File: src/rtl/load_sched_pkg.sv
// Shared types and helpers for the DRAM-to-BRAM load scheduler.
// Holds the scheduler FSM state type, the beats-per-word ceiling and the DRAM address stride.
package load_sched_pkg;

  typedef enum logic [2:0] {
    StIdle,
    StClear,
    StIssue,
    StDrain,
    StDone
  } sched_state_e;

  function automatic int unsigned beats_per_word(input int unsigned out_w,
                                                 input int unsigned in_w);
    return (out_w + in_w - 1) / in_w;
  endfunction

  function automatic int unsigned addr_stride(input int unsigned in_w);
    return in_w / 8;
  endfunction

  // Byte stride between consecutive beats for the default 32-bit DRAM beat.
  localparam int unsigned ADDR_STRIDE = addr_stride(32);

endpackage

File: src/rtl/round_robin_arbiter.sv
// Round-robin arbiter with a one-hot grant; the priority pointer moves to one above the
// winner whenever advance_i is high and at least one request is present.
module round_robin_arbiter #(
  parameter int unsigned NumReq = 3
) (
  input  logic              clk_i,
  input  logic              rst_ni,
  input  logic [NumReq-1:0] req_i,
  input  logic              advance_i,
  output logic [NumReq-1:0] gnt_o
);

  localparam int unsigned IdxW = (NumReq > 1) ? $clog2(NumReq) : 1;

  logic [IdxW-1:0] ptr_q, ptr_d;
  logic [IdxW-1:0] win_idx;
  logic            found;
  int unsigned     idx;

  // Scan requests starting at the pointer; the first one found wins.
  always_comb begin
    gnt_o   = '0;
    win_idx = '0;
    found   = 1'b0;
    idx     = 0;
    for (int unsigned i = 0; i < NumReq; i++) begin
      idx = (32'(ptr_q) + i) % NumReq;
      if (!found && req_i[idx]) begin
        found      = 1'b1;
        gnt_o[idx] = 1'b1;
        win_idx    = IdxW'(idx);
      end
    end
  end

  always_comb begin
    ptr_d = ptr_q;
    if (advance_i && found) begin
      ptr_d = (win_idx == IdxW'(NumReq - 1)) ? '0 : win_idx + IdxW'(1);
    end
  end

  always_ff @(posedge clk_i or negedge rst_ni) begin
    if (!rst_ni) begin
      ptr_q <= '0;
    end else begin
      ptr_q <= ptr_d;
    end
  end

endmodule

File: src/rtl/dram_load_scheduler.sv
// Sequences DRAM-to-BRAM load jobs: arbitrates requesters, issues beat reads under an
// outstanding limit and steers packer writes to BRAM. Define LOAD_SCHED_TIMEOUT_EN for the DRAIN
// watchdog that raises error_o.
module dram_load_scheduler
  import load_sched_pkg::*;
#(
  parameter int unsigned NUM_REQ           = 3,
  parameter int unsigned ADDR_WIDTH        = 32,
  parameter int unsigned LEN_WIDTH         = 16,
  parameter int unsigned BRAM_ADDR_WIDTH   = 10,
  parameter int unsigned DATA_IN_BITWIDTH  = 32,
  parameter int unsigned DATA_OUT_BITWIDTH = 163,
  parameter int unsigned MAX_OUTSTANDING   = 8
) (
  input  logic                            clk_i,
  input  logic                            load_sched_rst_n_i,
  input  logic [NUM_REQ-1:0]              req_i,
  input  logic [NUM_REQ*ADDR_WIDTH-1:0]   req_base_addr_i,
  input  logic [NUM_REQ*LEN_WIDTH-1:0]    req_len_i,
  output logic [NUM_REQ-1:0]              grant_o,
  output logic [NUM_REQ-1:0]              done_o,
  output logic                            dram_rd_valid_o,
  output logic [ADDR_WIDTH-1:0]           dram_rd_addr_o,
  input  logic                            dram_rd_ready_i,
  input  logic                            dram_data_valid_i,
  output logic                            packer_rst_o,
  output logic                            packer_valid_o,
  input  logic                            packer_we_i,
  output logic [BRAM_ADDR_WIDTH-1:0]      bram_addr_o,
  output logic [NUM_REQ-1:0]              bram_we_o,
  output logic                            error_o
);

  localparam int unsigned Beats  = beats_per_word(DATA_OUT_BITWIDTH, DATA_IN_BITWIDTH);
  localparam int unsigned Stride = addr_stride(DATA_IN_BITWIDTH);
  localparam int unsigned CntW   = LEN_WIDTH + 4;
  localparam int unsigned OutW   = $clog2(MAX_OUTSTANDING + 1);

  sched_state_e               state_q, state_d;
  logic [NUM_REQ-1:0]         grant_q, grant_d;
  logic [ADDR_WIDTH-1:0]      base_q, base_d;
  logic [LEN_WIDTH-1:0]       len_q, len_d;
  logic [LEN_WIDTH-1:0]       writes_q, writes_d;
  logic [CntW-1:0]            issued_q, issued_d;
  logic [OutW-1:0]            outst_q, outst_d;
  logic [BRAM_ADDR_WIDTH-1:0] bram_addr_q, bram_addr_d;

  logic [CntW-1:0]    total;
  logic [NUM_REQ-1:0] arb_gnt;
  logic               arb_advance;
  logic               rd_accept;
  logic               beat_ret;
  logic               outst_dec;

`ifdef LOAD_SCHED_TIMEOUT_EN
  logic [15:0] wdog_q, wdog_d;
  logic        error_q, error_d;
`endif

  round_robin_arbiter #(
    .NumReq(NUM_REQ)
  ) u_arb (
    .clk_i    (clk_i),
    .rst_ni   (load_sched_rst_n_i),
    .req_i    (req_i),
    .advance_i(arb_advance),
    .gnt_o    (arb_gnt)
  );

  assign arb_advance = (state_q == StIdle) && (|req_i);
  assign total       = CntW'(len_q) * CntW'(Beats);

  // Beats with no owner are dropped and never touch the outstanding count.
  assign beat_ret  = dram_data_valid_i && (grant_q != '0);
  assign outst_dec = beat_ret && (outst_q != '0);

  assign dram_rd_valid_o = (state_q == StIssue) && (issued_q < total) &&
                           (outst_q < OutW'(MAX_OUTSTANDING));
  assign rd_accept       = dram_rd_valid_o && dram_rd_ready_i;
  assign dram_rd_addr_o  = base_q + ADDR_WIDTH'(issued_q) * ADDR_WIDTH'(Stride);

  assign packer_rst_o   = (state_q == StClear);
  assign packer_valid_o = beat_ret;
  assign bram_we_o      = packer_we_i ? grant_q : '0;
  assign bram_addr_o    = bram_addr_q;
  assign grant_o        = grant_q;
  assign done_o         = (state_q == StDone) ? grant_q : '0;

`ifdef LOAD_SCHED_TIMEOUT_EN
  assign error_o = error_q;
`else
  assign error_o = 1'b0;
`endif

  always_comb begin
    state_d     = state_q;
    grant_d     = grant_q;
    base_d      = base_q;
    len_d       = len_q;
    issued_d    = rd_accept ? issued_q + CntW'(1) : issued_q;
    writes_d    = packer_we_i ? writes_q + LEN_WIDTH'(1) : writes_q;
    bram_addr_d = packer_we_i ? bram_addr_q + BRAM_ADDR_WIDTH'(1) : bram_addr_q;
    outst_d     = outst_q;
    case ({rd_accept, outst_dec})
      2'b10:   outst_d = outst_q + OutW'(1);
      2'b01:   outst_d = outst_q - OutW'(1);
      default: outst_d = outst_q;
    endcase
`ifdef LOAD_SCHED_TIMEOUT_EN
    wdog_d  = wdog_q;
    error_d = error_q;
`endif

    unique case (state_q)
      StIdle: begin
        if (|req_i) begin
          grant_d = arb_gnt;
          for (int unsigned i = 0; i < NUM_REQ; i++) begin
            if (arb_gnt[i]) begin
              base_d = req_base_addr_i[i*ADDR_WIDTH +: ADDR_WIDTH];
              len_d  = req_len_i[i*LEN_WIDTH +: LEN_WIDTH];
            end
          end
          state_d = StClear;
        end
      end
      StClear: begin
        bram_addr_d = '0;
        issued_d    = '0;
        writes_d    = '0;
        outst_d     = '0;
`ifdef LOAD_SCHED_TIMEOUT_EN
        wdog_d      = '0;
`endif
        state_d     = (len_q == '0) ? StDone : StIssue;
      end
      StIssue: begin
        if (rd_accept && (issued_q + CntW'(1) == total)) begin
          state_d = StDrain;
        end
      end
      StDrain: begin
        // Leave on the final write so done_o lands in the very next cycle.
        if (packer_we_i && (writes_q + LEN_WIDTH'(1) == len_q)) begin
          state_d = StDone;
        end
`ifdef LOAD_SCHED_TIMEOUT_EN
        if (packer_we_i) begin
          wdog_d = '0;
        end else if (wdog_q == 16'hFFFF) begin
          error_d = 1'b1;
          state_d = StDone;
        end else begin
          wdog_d = wdog_q + 16'd1;
        end
`endif
      end
      StDone: begin
        grant_d = '0;
        state_d = StIdle;
      end
      default: state_d = StIdle;
    endcase
  end

  always_ff @(posedge clk_i or negedge load_sched_rst_n_i) begin
    if (!load_sched_rst_n_i) begin
      state_q     <= StIdle;
      grant_q     <= '0;
      base_q      <= '0;
      len_q       <= '0;
      issued_q    <= '0;
      writes_q    <= '0;
      outst_q     <= '0;
      bram_addr_q <= '0;
    end else begin
      state_q     <= state_d;
      grant_q     <= grant_d;
      base_q      <= base_d;
      len_q       <= len_d;
      issued_q    <= issued_d;
      writes_q    <= writes_d;
      outst_q     <= outst_d;
      bram_addr_q <= bram_addr_d;
    end
  end

`ifdef LOAD_SCHED_TIMEOUT_EN
  always_ff @(posedge clk_i or negedge load_sched_rst_n_i) begin
    if (!load_sched_rst_n_i) begin
      wdog_q  <= '0;
      error_q <= 1'b0;
    end else begin
      wdog_q  <= wdog_d;
      error_q <= error_d;
    end
  end
`endif

endmodule

File: config.mk
export PLATFORM = sky130hd
export DESIGN_NAME = dram_load_scheduler
export DESIGN_NICKNAME = d
export VERILOG_FILES = /design/src/rtl/load_sched_pkg.sv /design/src/rtl/round_robin_arbiter.sv /design/src/rtl/dram_load_scheduler.sv
export SDC_FILE = /design/constraint.sdc
export NUM_CORES = 1
export LEC_CHECK = 0
export ABC_AREA = 1
export CAP_MARGIN = 5
export CORE_MARGIN = 3
export CORE_UTILIZATION = 45
export DETAILED_ROUTE_END_ITERATION = 16
export PLACE_DENSITY = 0.72
export SETUP_SLACK_MARGIN = 0.5
export SYNTH_ARGS = -nofsm -noshare
export SYNTH_HDL_FRONTEND = slang
export SYNTH_SLANG_ARGS = --single-unit
export TNS_END_PERCENT = 100
File: constraint.sdc
create_clock -name clk_i -period 4.3 [get_ports clk_i]
set_clock_uncertainty 0.1 [all_clocks]
set_input_delay 0.86 -clock clk_i [delete_from_list [all_inputs] [get_ports clk_i]]
set_output_delay 0.86 -clock clk_i [all_outputs]
set_load 0.01 [all_outputs]
**Word-level counts from Yosys, hierarchy flattened**

Cells that the tools add are included.

- Input port bits: 152
- Flip-flop bits (word level): 106

- Multiply operators: 1
- Multiplexer cells: 45
- Div/mod/pow operators: 3
- Equal/unequal tests: 12
- Bitwise logic cells: 2
- Order comparisons: 8
- Add/sub/neg operators: 9
- Reductions and logical operators: 29

Operator list:

| operator | count |
|---|---|
| >= comparator 32 x 1 -> 1 bit, second input constant | 3 |
| < comparator 32 x 3 -> 1 bit, second input constant | 3 |
| two-way mux 32 bit | 3 |
| two-way mux 16 bit | 5 |
| modulo 32 x 2 -> 32 bit, second input constant | 2 |
| two-way mux 20 bit | 2 |
| adder 32 x 22 -> 32 bit | 1 |
| modulo 2 x 2 -> 32 bit, second input constant | 1 |
| two-way mux 3 bit | 10 |
| adder 20 x 1 -> 20 bit, second input constant | 1 |
| equality test 20 x 19 -> 1 bit | 1 |
| < comparator 20 x 19 -> 1 bit | 1 |
| two-way mux 10 bit | 2 |
| multiplier 16 x 2 -> 18 bit, second input constant | 1 |
| adder 16 x 1 -> 16 bit, second input constant | 1 |
| equality test 16 bit | 1 |
| zero test 16 bit | 1 |
| logical AND 1 bit | 14 |
| one-hot mux 3 bit (4 select lines) | 1 |
| adder 10 x 1 -> 10 bit, second input constant | 1 |
| two-way mux 1 bit | 9 |
| nonzero test 3 bit | 3 |
| two-way mux 2 bit | 4 |
| one-hot mux 4 bit (2 select lines) | 1 |
| other kinds (25) | 37 |

**Longest topological paths before layout**

- Word-level depth: 13
- Gate-level depth with buffers: 29
- Depth with buffers taken out: 29

**Modules after synthesis**

A second synthesis with hierarchy kept.

- Cells, all modules: 1460
- Area total of the unflattened synthesis: 9649.3 µm²

Modules (own cells, without submodules):

| module | area an instance (µm²) | times used | sequential area each (µm²) | cells each |
|---|---|---|---|---|
| dram_load_scheduler | 9251.4 | 1 | 2602.5 | 1392 |
| round_robin_arbiter | 397.9 | 1 | 50.0 | 68 |

**Worst setup path after synthesis**

OpenSTA, ideal clock, no wires.

- Kind: register to register
- Start point: register len_q[1]
- End point: register outst_q[3]
- Path slack: 0.270 ns
- Buffers on the path: 0
- Arrival time: 3.847 ns
- Required time: 4.117 ns
- Stages on the path, launching flop included: 26
- Period minus slack after synthesis: 4.030 ns
- Library setup time: 0.083 ns
- Path through: dfrtp_1 ha_1 fa_1 nand3_1 nand3_1 nand2_1 nand2_1 nand2_1 nand2_1 ha_1 nand2_1 nor2_1 nor2_1 nand2_1 o21ai_0 nand4_1 nor2_1 nand2_1 nand2_1 inv_1 ha_1 a21oi_1 nand2_1 xor2_1 xor2_1 o21ai_0

- Longest elaborated chain between the ends: 8

RTL lines:

| what | line | text |
|---|---|---|
| start, declared | dram_load_scheduler.sv:42 | `logic [LEN_WIDTH-1:0] len_q, len_d;` |
| start signal, assigned | dram_load_scheduler.sv:180 | `len_q <= len_d;` |
| multiplier 16 x 2 -> 18 bit * | dram_load_scheduler.sv:71 | `assign total = CntW'(len_q) * CntW'(Beats);` |
| < comparator 20 x 19 -> 1 bit * | dram_load_scheduler.sv:77 | `assign dram_rd_valid_o = (state_q == StIssue) && (issued_q < total) &&` |
| logical AND 1 bit * (2 in series) | dram_load_scheduler.sv:77 |  |
| net dram_rd_valid_o | dram_load_scheduler.sv:22 | `output logic dram_rd_valid_o,` |
| logical AND 1 bit * | dram_load_scheduler.sv:79 | `assign rd_accept = dram_rd_valid_o && dram_rd_ready_i;` |
| equality test 2 x 1 -> 1 bit or equality test 2 bit (tied branches) | dram_load_scheduler.sv:104 | `case ({rd_accept, outst_dec})` |
| one-hot mux 4 bit (2 select lines) | dram_load_scheduler.sv:104 |  |
| two-way mux 4 bit | dram_load_scheduler.sv:114 | `unique case (state_q)` |
| end signal, assigned | dram_load_scheduler.sv:183 | `outst_q <= outst_d;` |
| end, declared | dram_load_scheduler.sv:45 | `logic [OutW-1:0] outst_q, outst_d;` |

Mark *: on every way through the listed nets, which the timed path passes. The rest lies on a longest branch.
A chain may end at the register's enable or synchronous reset.

**Worst setup path in the final report**

- Start point: register len_q[3]
- End point: output dram_rd_valid_o

- Longest elaborated chain between the ends: 4

RTL lines:

| what | line |
|---|---|
| multiplier 16 x 2 -> 18 bit | dram_load_scheduler.sv:71 |
| < comparator 20 x 19 -> 1 bit | dram_load_scheduler.sv:77 |
| logical AND 1 bit (2 in series) | dram_load_scheduler.sv:77 |
| end, declared | dram_load_scheduler.sv:22 |

Every way passes these cells.

==> impl_metrics.tcl <==
set metrics [dict create \
    gr-total-overflow 0 \
    comb_power_share_pct 75.5 \
    synth-xor-area-share_pct 5.385 \
    crit-reg2reg-launch "len_q[3]$_DFFE_PN0P_" \
    n_antenna_cell 0 \
    routedWlPerCell_um 15.84 \
    cts_hold_buf 0 \
    globalRouteTotalUtil_pct 26.59 \
    grt_pass1_wl_mm 48.43 \
    synth_edf_count 0 \
    rows 52 \
    clock-root-buffer "clkbuf_16" \
    yosys.area.top_type "dfrtp_1" \
    synth_fa_ha_area_share_pct 9.920 \
    p_seq_share_pct 16.1 \
    htreeDepth 3 \
    r2r_slack_ns 0.31 \
    grt_pass1_vias 9964 \
    vias 10380 \
    synth-simple-area-share_pct 32.61 \
    cap_violations 0 \
    syn_avg_cell_area_sq_um 6.547 \
    hold_viol 0 \
    critPathTopFamily "simple AND/OR/NAND/NOR gates" \
    slew_viol_final 0 \
    drive_above_1_share_pct 15.57 \
    start_util_pct 46.18 \
    r2r-end "outst_q[3]$_DFFE_PN0P_" \
    clk_pin_slew_ns 0.07 \
    clock-sinks 106 \
    ant_nets 0 \
    die_w_um 150.8 \
    tightest_slew_ns 0.9198 \
    crit_arrival_ns 3.12 \
    layout_commonest_cell "nand2_1" \
    synth.area.top_cells "dfrtp_1 (28%), nand2_1 (14%), nor2_1 (9.8%)" \
    die_area_sq_mm 0.02274 \
    relSlewSlack_pct 38.68 \
    dr.pass1.iters 7 \
    portBuffers 205 \
    whs_ns 0.4580 \
    crit_path_top_delay_cell "dfrtp_2" \
    start_kind "flip-flop" \
    dp_hpwl_mm 23.89 \
    finalSetupViolCount 0 \
    max_freq_mhz 245.3 \
    power.density_mw_per_mm2 809.4 \
    fillers 1852 \
    via_per_inst 5.279 \
    synthCells 1441 \
    cp_data_required_time_ns 3.34 \
    synth_top_family_by_area "simple AND/OR/NAND/NOR gates" \
    p_int_mw 5.151 \
    p_total_mw 10.72 \
    min_path_type "flip-flop to flip-flop" \
    synth_nets 1666 \
    min_to "base_q[30]$_DFFE_PN0P_" \
    core_sq_mm 0.02043 \
    synth_top_area_share_pct 28.12 \
    area_growth_pct 40.40 \
    wl_mm 31.14 \
    fin_cells 1966 \
    numCtsBuffers 9 \
    place_congestion 1.010 \
    cts_tree "done" \
    power.share.clock_pct 8.4 \
    final_util_pct 64.83 \
    layout.nets 1916 \
    synth_compound_area_share_pct 14.71 \
    synthMuxAreaShare_pct 0.1194 \
    post-place-ws_ns -0.09026 \
    cp_max_fo 4 \
    crit_buf_inv 4 \
    async_flop_share_pct 100.0 \
    hp-start "base_q[30]$_DFFE_PN0P_" \
    seq_area_frac_synth_pct 28.12 \
    rsz0062_at_grt "true" \
    swShare_pct 51.96 \
    cp-end-kind "primary output" \
    grt_start_max_net_pins 97 \
    layout_setup_ws_ns 0.2235 \
    synthesis.area_sq_mm 0.009434 \
    final_cell_mix "nand2_1 (316), nor2_1 (237), clkdlybuf4s50_1 (183), inv_1 (154), dfrtp_1 (90)" \
    power.switching_mw 5.570 \
    postPlaceCellArea_sq_mm 0.01194 \
    ys_warn_count 0 \
    whs_path_depth 2 \
    timing.setup.tns_ns 0 \
    status "finished, final reports clean" \
    worstPathCellList "buf_4, ha_1, inv_1, nand3_2, xor2_1, inv_1, ha_1, a21oi_1, o21a_1, nor2_1, o21ai_1, nand4_1, nor2_2, buf_2" \
    fin_area_sq_mm 0.01325 \
    drt_iter0_drc 697 \
    reg2reg_depth 23 \
    fin_crit_sh_pct 94.80 \
    synth_seq_cells 106 \
    drc 0 \
    period_needed_ns 4.077 \
    ys_types 45 \
    clockBufferDepth 2 \
    antenna_found_initial 0 \
    slowest_delay_ns 0.45 \
    p_leak_nw 5.955 \
    ios 207 \
    synth_top_flop_cell "dfrtp_1" \
    worstSkewPairLatency_ns 0.37 \
    chipHeight_um 150.8 \
    place_inst 1914 \
    ir_drop_mv 0.4023 \
    path_class "flip-flop to primary output" \
]
==> sequential cells by signal, summed over array words and instances (netlist names) <==
register / flops
writes_q: 16
grant_o: 3
base_q: 32
len_q: 16
u_arb.ptr_q: 2
issued_q: 20
state_q: 3
outst_q: 4
bram_addr_o: 10
==> metal layers <==
metal	GRT usage (%)	share of wire (%)	routed length, um
met1	33.58	44	13640
met2	45.34	48	14840
met3	6.254	6.5	2031
met4	7.842	2.0	630
met5	0	0	0
==> area by class of cell <==
cell class	instances	area [sq um]	area share (%)
inverters	166	628.1	4.742
repair buffers	280	2581	19.49
clock buffers	11	252.7	1.908
multi-input cells	1128	6711	50.67
clock inverters	5	61.31	0.4629
well taps	270	337.8	2.551
flip-flops and latches	106	2673	20.18
==> repair_timing <==
| item | 4_1_cts | 5_1_grt |
|---|---|---|
| resized for setup | 119 | 107 |
| endpoints found under the setup margin | 41 | 37 |
| endpoints found under the hold margin | 0 | 0 |
| pin swaps | 27 | 44 |
| buffers inserted | 24 | 12 |
| gates cloned | 0 | 0 |
==> worst register-to-register path, stage by stage (launching register included) <==
cell	delay, ns
dfrtp_2	0.45
buf_4	0.17
ha_1	0.21
inv_1	0.10
nand3_2	0.15
xor2_1	0.29
inv_1	0.08
ha_1	0.30
a21oi_1	0.16
o21a_1	0.15
nor2_1	0.05
o21ai_1	0.12
nand4_1	0.19
nor2_2	0.18
buf_4	0.13
nand2_4	0.05
nand2_4	0.08
inv_4	0.04
ha_4	0.27
nand3_1	0.08
nand2_1	0.09
xor2_1	0.18
xor2_1	0.17
o21ai_1	0.08
==> logic make-up after synthesis <==
| group | after synthesis |
|---|---|
| compound gates | 248 |
| xor+xnor | 58 |
| fa+ha+maj | 73 |
| buf+inv | 207 |
| flops | 106 |
| mux | 1 |
| other cells | 1 |
| simple gates | 747 |
==> power by group through the flow <==
stage / Sequential [mW] / Combinational [mW] / Clock, mW
after floorplan: 1.63 / 4.77 / 0
after global placement: 1.69 / 6.82 / 0
after detailed placement: 1.70 / 6.88 / 0
after CTS: 1.70 / 7.41 / 0.913
after global routing: 1.77 / 8.99 / 0.952
final: 1.72 / 8.10 / 0.903
==> worst max path at each step <==
stage	to	start	cells after the start	slack [ns]
after global routing	dram_rd_valid_o	len_q[11]$_DFFE_PN0P_	17	0.11
after global placement	dram_rd_valid_o	len_q[5]$_DFFE_PN0P_	19	-0.07
after detailed placement	dram_rd_valid_o	len_q[5]$_DFFE_PN0P_	19	-0.09
after floorplan	outst_q[3]$_DFFE_PN0P_	len_q[1]$_DFFE_PN0P_	25	0.53
final	dram_rd_valid_o	len_q[3]$_DFFE_PN0P_	14	0.22
after CTS	dram_rd_valid_o	len_q[5]$_DFFE_PN0P_	21	0.26
==> cells in the mapped netlist, types with 20 or more instances <==
| cell type | instances |
|---|---|
| a31oi_1 | 54 |
| nand4_1 | 26 |
| ha_1 | 70 |
| inv_1 | 163 |
| nor2_1 | 246 |
| nand2_1 | 350 |
| o21ai_0 | 95 |
| o22ai_1 | 27 |
| nand3_1 | 78 |
| a21oi_1 | 49 |
| dfrtp_1 | 106 |
| nor3_1 | 20 |
| xor2_1 | 42 |
No activity file was read; power rests on OpenSTA's default activity.
